**src/rtl/decoder38_reg.sv**
```systemverilog
`default_nettype none
// ============================================================================
//  Module      : decoder38_reg
//  Description : 3-to-8 one-hot decoder with a 2-entry in-order output FIFO,
//                valid/ready handshakes on both sides, a wrapping count of
//                delivered words, and an optional odd-parity check on input.
//                Optional feature macro: DECODER38_PARITY_EN
//                  defined   -> codes failing odd parity are consumed but not
//                               queued, and par_err becomes sticky-high.
//                  undefined -> in_par is ignored, par_err is tied to 0.
//  Revision    : 1.0 - initial release
// ============================================================================
module decoder38_reg #(
    parameter int CNT_W = 8
) (
    input  logic             clk,
    input  logic             rst_n,
    input  logic             in_valid,
    output logic             in_ready,
    input  logic [2:0]       in_code,
    input  logic             in_par,
    output logic             out_valid,
    input  logic             out_ready,
    output logic [7:0]       out_d,
    output logic [CNT_W-1:0] dec_count,
    output logic             par_err
);

    // FIFO occupancy encoding
    localparam logic [1:0] ST_EMPTY = 2'd0;
    localparam logic [1:0] ST_ONE   = 2'd1;
    localparam logic [1:0] ST_TWO   = 2'd2;

    logic [1:0]       state_q, state_d;
    logic [2:0]       head_q,  head_d;   // code of the word currently presented
    logic [2:0]       tail_q,  tail_d;   // code of the second word when in TWO
    logic [CNT_W-1:0] count_q, count_d;

    logic in_fire;   // input handshake completes this cycle
    logic code_ok;   // accepted code is eligible to be queued
    logic push;
    logic pop;

    assign in_fire = in_valid && in_ready;
    assign push    = in_fire && code_ok;
    assign pop     = out_valid && out_ready;

`ifdef DECODER38_PARITY_EN
    logic par_err_q, par_err_d;

    // Odd parity over {in_par, in_code} marks a good code
    assign code_ok = ^{in_par, in_code};

    // Sticky error flag: any handshaken code with bad parity sets it
    always_comb begin
        par_err_d = par_err_q;
        if (in_fire && !code_ok) begin
            par_err_d = 1'b1;
        end
    end

    // Error flag register, cleared only by reset
    always_ff @(posedge clk or negedge rst_n) begin
        if (!rst_n) begin
            par_err_q <= 1'b0;
        end else begin
            par_err_q <= par_err_d;
        end
    end

    assign par_err = par_err_q;
`else
    logic unused_in_par;

    // Parity bit has no effect in this build
    assign unused_in_par = in_par;
    assign code_ok       = 1'b1;
    assign par_err       = 1'b0;
`endif

    // State register: occupancy of the FIFO
    always_ff @(posedge clk or negedge rst_n) begin
        if (!rst_n) begin
            state_q <= ST_EMPTY;
        end else begin
            state_q <= state_d;
        end
    end

    // Next-state logic: push raises occupancy, pop lowers it, both cancel
    always_comb begin
        state_d = state_q;
        case (state_q)
            ST_EMPTY: begin
                if (push) begin
                    state_d = ST_ONE;
                end
            end
            ST_ONE: begin
                if (push && !pop) begin
                    state_d = ST_TWO;
                end else if (pop && !push) begin
                    state_d = ST_EMPTY;
                end
            end
            ST_TWO: begin
                // in_ready is low here, so only a pop can happen
                if (pop) begin
                    state_d = ST_ONE;
                end
            end
            default: begin
                state_d = ST_EMPTY;
            end
        endcase
    end

    // Output logic: handshake flags depend on registered state only
    always_comb begin
        in_ready  = 1'b0;
        out_valid = 1'b0;
        out_d     = 8'h00;
        case (state_q)
            ST_EMPTY: begin
                in_ready = 1'b1;
            end
            ST_ONE: begin
                in_ready  = 1'b1;
                out_valid = 1'b1;
                out_d     = 8'd1 << head_q;
            end
            ST_TWO: begin
                out_valid = 1'b1;
                out_d     = 8'd1 << head_q;
            end
            default: begin
                in_ready  = 1'b0;
                out_valid = 1'b0;
            end
        endcase
    end

    // Storage update: new codes land in head when it is free or being
    // vacated, otherwise behind it; a pop from TWO promotes the tail
    always_comb begin
        head_d = head_q;
        tail_d = tail_q;
        case (state_q)
            ST_EMPTY: begin
                if (push) begin
                    head_d = in_code;
                end
            end
            ST_ONE: begin
                if (push && pop) begin
                    head_d = in_code;
                end else if (push) begin
                    tail_d = in_code;
                end
            end
            ST_TWO: begin
                if (pop) begin
                    head_d = tail_q;
                end
            end
            default: begin
                head_d = head_q;
            end
        endcase
    end

    // Delivered-word counter, wraps naturally at 2^CNT_W
    always_comb begin
        count_d = count_q;
        if (pop) begin
            count_d = count_q + CNT_W'(1);
        end
    end

    // Data and counter registers
    always_ff @(posedge clk or negedge rst_n) begin
        if (!rst_n) begin
            head_q  <= 3'd0;
            tail_q  <= 3'd0;
            count_q <= '0;
        end else begin
            head_q  <= head_d;
            tail_q  <= tail_d;
            count_q <= count_d;
        end
    end

    assign dec_count = count_q;

endmodule
`default_nettype wire

```
**config.mk**
```make
export PLATFORM = sky130hd
export DESIGN_NAME = decoder38_reg
export DESIGN_NICKNAME = d
export VERILOG_FILES = /design/src/rtl/decoder38_reg.sv
export SDC_FILE = /design/constraint.sdc
export NUM_CORES = 1
export LEC_CHECK = 0
export ABC_AREA = 1
export BUFFER_PORTS_ARGS = -buffer_cell sky130_fd_sc_hd__buf_2
export CAP_MARGIN = 20
export CORE_AREA = 2 2 56 58
export CTS_BUF_LIST = sky130_fd_sc_hd__clkbuf_4
export DETAILED_ROUTE_END_ITERATION = 8
export DIE_AREA = 0 0 58 60
export PLACE_DENSITY_LB_ADDON = 0.12
export SLEW_MARGIN = 20
export SYNTH_ARGS = -nofsm -noshare
export SYNTH_HDL_FRONTEND = slang
export SYNTH_SLANG_ARGS = --single-unit
```
**constraint.sdc**
```tcl
create_clock -name clk -period 2.2 [get_ports clk]
set_input_delay 0.11 -clock clk [delete_from_list [all_inputs] [get_ports clk]]
set_output_delay 0.11 -clock clk [all_outputs]
set_load 0.02 [all_outputs]
```
* After elaboration in Yosys (flattened, before gate mapping) *
Cells that the tools add are included.

word-level totals
  word-level logic and storage cells = 39
  register bits = 16

cells by class
  reductions and logical operators = 14
  bitwise logic cells = 1
  mux-type cells = 12
  add/subtract/negate cells = 1
  equality and inequality tests = 6
  shift-type cells = 1

operators by type and width
  kind                                              count
  2-to-1 mux 3 bit                                  3
  case mux 3 bit (3 select lines)                   1
  adder 8 x 1 -> 8 bit (second input constant)      1
  2-to-1 mux 2 bit                                  4
  2-to-1 mux 8 bit                                  1
  left shift 1 x 3 -> 8 bit (first input constant)  1
  != test 2 bit (second input constant)             3
  case mux 2 bit (3 select lines)                   1
  AND reduction 3 bit                               2
  logical AND 1 bit                                 5
  AND reduction 4 bit                               1
  OR reduction 2 bit                                2
  != test 3 bit (second input constant)             1
  nonzero test 3 bit                                1
  == test 2 x 1 -> 1 bit (second input constant)    1
  == test 2 bit (second input constant)             1
  zero test 1 bit                                   2
  zero test 2 bit                                   1
  2-to-1 mux 1 bit                                  2
  inverter 1 bit                                    1

* Logic depth before layout (Yosys ltp) *
  depth in word-level cells = 9
  mapped depth = 10
  depth with buffers taken out = 10

* Worst setup path after synthesis *
No wires, ideal clock.

  path type = register -> register
  start = reg state_q[0]
  end = reg state_q[1]
  data arrival time = 1622 ps
  slack = 454 ps
  period minus slack after synthesis = 1746 ps
  data required time = 2075 ps
  path buffers = 0
  stages on the path, launching flop included = 9
  cells stage by stage = dfrtp_1 inv_1 ha_1 nand2_4 ha_1 nand2_1 nand3_2 nand2_1 o21ai_1

between the ends
  cells in the longest elaborated chain, start to end = 8
  elaborated cells between the ends (all ways) = 19

ends and longest elaborated chain
  element                                                                                         RTL line  source
  from (decl)                                                                                     34        logic [1:0] state_q, state_d;
  from (signal assigned)                                                                          86        state_q <= state_d;
  == test 2 bit / == test 2 x 1 -> 1 bit (equally long branches)                                  123       case (state_q)
  OR reduction 2 bit (no source line) (*)                                                         -
  2-to-1 mux 1 bit (*)                                                                            123
  named net out_valid                                                                             22        output logic out_valid,
  logical AND 1 bit (*)                                                                           46        assign pop = out_valid && out_ready;
  zero test 1 bit                                                                                 100       if (push && !pop) begin
  logical AND 1 bit                                                                               100
  != test 3 bit (no source line) / 2-to-1 mux 2 bit (equally long branches)                       -
  AND reduction 3 bit (no source line) / case mux 2 bit (3 select lines) (equally long branches)  -

Mark *: on every way through the listed nets, which the timed path passes. The rest lies on a longest branch.
A chain may end at the register's enable or synchronous reset.

* Worst setup path in the final report *
  start = reg state_q[0]
  end = reg state_q[1]

between the ends
  cells in the longest elaborated chain, start to end = 8
  elaborated cells between the ends (all ways) = 19

ends and longest elaborated chain
  element                                                                                         RTL line
  == test 2 bit, or another cell as far along                                                     93, 123
  OR reduction 2 bit (no source line)                                                             -
  2-to-1 mux 1 bit                                                                                123
  logical AND 1 bit, on equally long branches                                                     46, 44
  zero test 1 bit, on equally long branches                                                       100, 102
  logical AND 1 bit, on equally long branches                                                     100, 102
  != test 3 bit (no source line) / 2-to-1 mux 2 bit (equally long branches)                       -
  AND reduction 3 bit (no source line) / case mux 2 bit (3 select lines) (equally long branches)  -

Parallel ways exist; a longest one is shown, timed or not.

==> results.md <==
* Period utilisation layout at 80.7%
* Area of the core at 2900 µm²
* Met1 wire length at 863 µm
* Complex-gate fraction of the synthesized area at 6.06%
* Critical Path AT at 1.94 ns
* Crit-path max cell delay at 0.42 ns
* Chip width at 58 µm
* Sink Count at 16
* Worst VDD drop at 649 µV
* CP Cell Sequence: inv_1 -> ha_1 -> nand2_4 -> ha_1 -> nand2_1 -> nand3_2 -> nand2_1 -> o21ai_1
* Setup TNS at 0 ns
* # port buffers at 24
* Post-synth cell types at 24
* Worst clock skew at 0.00747 ns
* Min Tclk post-route at 1.78 ns
* Synthesized Nets at 142
* Die ar. at 3480 µm²
* Final worst-path setup slack at 0.424 ns
* # resized after CTS at 0
* Top layer in use: met4
* Via density at 4.44
* Met2 wire length at 858 µm
* HP Class: in -> reg
* Clock buffer count from CTS at 3
* Status: finished clean
* Finished Cell Area at 1200 µm²
* Wire per inst at 9.80 µm
* Worst skew pair latency at 0.28 ns
* GR Overflow Total at 0
* Mean Syn Cell Area at 7.96 µm²
* Rows at 20
* Mux contribution to synthesized area at 0%
* Number of diodes at 0
* Max stage delay cell, worst path: ha_1
* Pleak at 0.663 nW
* Buf/Inv on CP at 1
* Simple-Gate Fraction of Synth Area at 32.7%
* XOR/XNOR Fraction of Synth Area at 4.21%
* Max-cap viol count at 0
* Sequential power share at 32.0%
* Largest net degree at the start of global routing at 17
* CTS Root Cell: clkbuf_4
* Worst path required time at 2.36 ns
* PwrDens at 1380 nW/µm²
* Critical path fanouts, max at 6
* Internal power at 0.000817 W
* Warnings from Yosys at 0
* Clock slew at the register clock pins of the worst setup and hold paths at 0.09 ns
* P_sw at 0.000831 W
* Vias in the first global route at 711
* Critical path class: reg -> reg
* Net Sw Frac at 50.4%
* Final setup viols at 0
* Layout cells sized above 1 at 27.3%
* Nets at 170
* Unrepaired setup endpoints after global routing: no
* Clk pwr share at 9.5%
* Sequential share of the synthesized area at 39.6%
* Fmax at 563 MHz
* Cell Area, Placed at 1160 µm²
* CP top delay family: adder cells
* DRC Markers at 0
* Adder-Cell Fraction of Synth Area at 8.66%
* Final Hold Fails at 0
* Met3 wire len at 97 µm
* H-tree levels at 1
* Crit start category: register
* Post-Syn Instances at 127
* TritonCTS clock tree: done
* Synthesis-to-layout area growth at 18.3%
* Height of the die at 60 µm
* Pre-CTS WS at 0.397 ns
* Gr usage total at 11.8%
* Logic gate share of total power at 58.5%
* Hpwl dp at 1500 µm
* Post-route ant nets at 0
* Worst setup EP type: register
* GPL Wtd Cong at 0.788
* DR vias at 831
* Initial antenna violation count at 0
* Post-Route WL at 1830 µm
* Initial Utilization at 34.8%
* Clk buf depth at 2
* First-iteration detailed-routing DRC count at 23
* Mapped Area at 1010 µm²
* Flop and latch count out of synthesis at 16
* Largest family of logic cells by synthesized area: simple AND/OR/NAND/NOR gates
* Postcts setup bufs at 0
* First-pass GRT wire length at 3090 µm
* IO Count at 27
* Max-slew violation count at 0
* TritonRoute pass-1 iters at 4
* Hold Slack at 0.0966 ns
==> cell families after synthesis <==
family,Yosys count
AND/OR/NAND/NOR,68
buffers and inverters,20
flip-flops,16
AO/OA/AOI/OAI,11
adder cells (fa/ha/maj),7
XOR/XNOR,4
other,1
==> layout by cell type (no fill, tap or decap), types with 2 or more instances in the layout <==
master / netlist / final
nand2_1: 41 / 41
buf_2: 1 / 24
inv_1: 16 / 16
dfrtp_1: 16 / 16
nor2_1: 10 / 10
ha_1: 7 / 7
o21ai_0: 6 / 6
nand3_1: 5 / 5
nand2_4: 4 / 4
nand2_2: 3 / 3
clkbuf_4: 0 / 3
nor2_4: 2 / 2
nand3_2: 2 / 2
o21ai_1: 2 / 2
xor2_1: 2 / 2
==> sequential cells by signal, indices dropped and copies added, names as in the netlist <==
signal     cells
dec_count      8
head_q         3
tail_q         3
state_q        2
==> repair_timing <==
item	in CTS	in global routing
hold buffers	1	0
hold endpoints to repair	16	0
setup endpoints to repair	0	0
==> metal layers <==
layer,vias up,track usage (%)
li1,438,-
met1,372,15.6
met2,19,19.2
met3,2,1.95
met4,0,4.98
met5,-,0
==> tightest hold or removal path, stage by stage <==
cell and delay [ns]:
buf_2 0.09, inv_1 0.05, o21ai_0 0.08
==> cell usage after synthesis (all sizes together) <==
cell type  number  share of area (%)
a21oi           1               0.49
buf             2                1.2
clkinv          1               0.87
conb            1               0.37
dfrtp          16                 40
ha              7                8.7
inv            17                6.3
nand2          48                 22
nand3           7                4.5
nand3b          1               0.74
nor2           12                5.9
o21ai           9                4.8
o21bai          1               0.74
xnor2           2                2.5
xor2            2                1.7
==> worst paths after layout <==
path,from,end,slack (ns),depth (start not counted)
setup / recovery,state_q[0],state_q[1],0.42,8
hold / removal,in_code[0],tail_q[0],0.1,3
setup reg to reg,state_q[0],state_q[1],0.42,8
hold reg to reg,tail_q[2],tail_q[2],0.50,2
max in group asynchronous,rst_n,tail_q[0],1.65,2
min in group asynchronous,rst_n,dec_count[0],0.27,2
==> layout make-up <==
type,count,area [µm²]
fill,324,1710
multi-input combinational,91,526
sequential,16,400
timing repair buffer,25,130
inverter,18,72.6
tap,33,41.3
clock buffer,3,22.5
clock inverter,1,3.75
==> per-stage QoR <==
stage          total power [W]  util, %  std cells
3_5_place_dp           0.00152     40.0        182
6_report               0.00165     41.2        187
5_1_grt                0.00182     41.2        187
3_3_place_gp           0.00149     40.0        182
4_1_cts                0.00168     41.2        187
2_1_floorplan          0.00127        -        127
==> power groups by stage <==
stage / Combinational [W] / Clock, W / Sequential [W]
detailed placement: 0.000978 / 0 / 0.000537
floorplan: 0.000694 / 0 / 0.000572
global placement: 0.000958 / 0 / 0.000529
finish: 0.000964 / 0.000157 / 0.000528
global route: 0.00109 / 0.000179 / 0.000549
CTS: 0.000983 / 0.000170 / 0.000531
(Power assumes the default switching activity.)
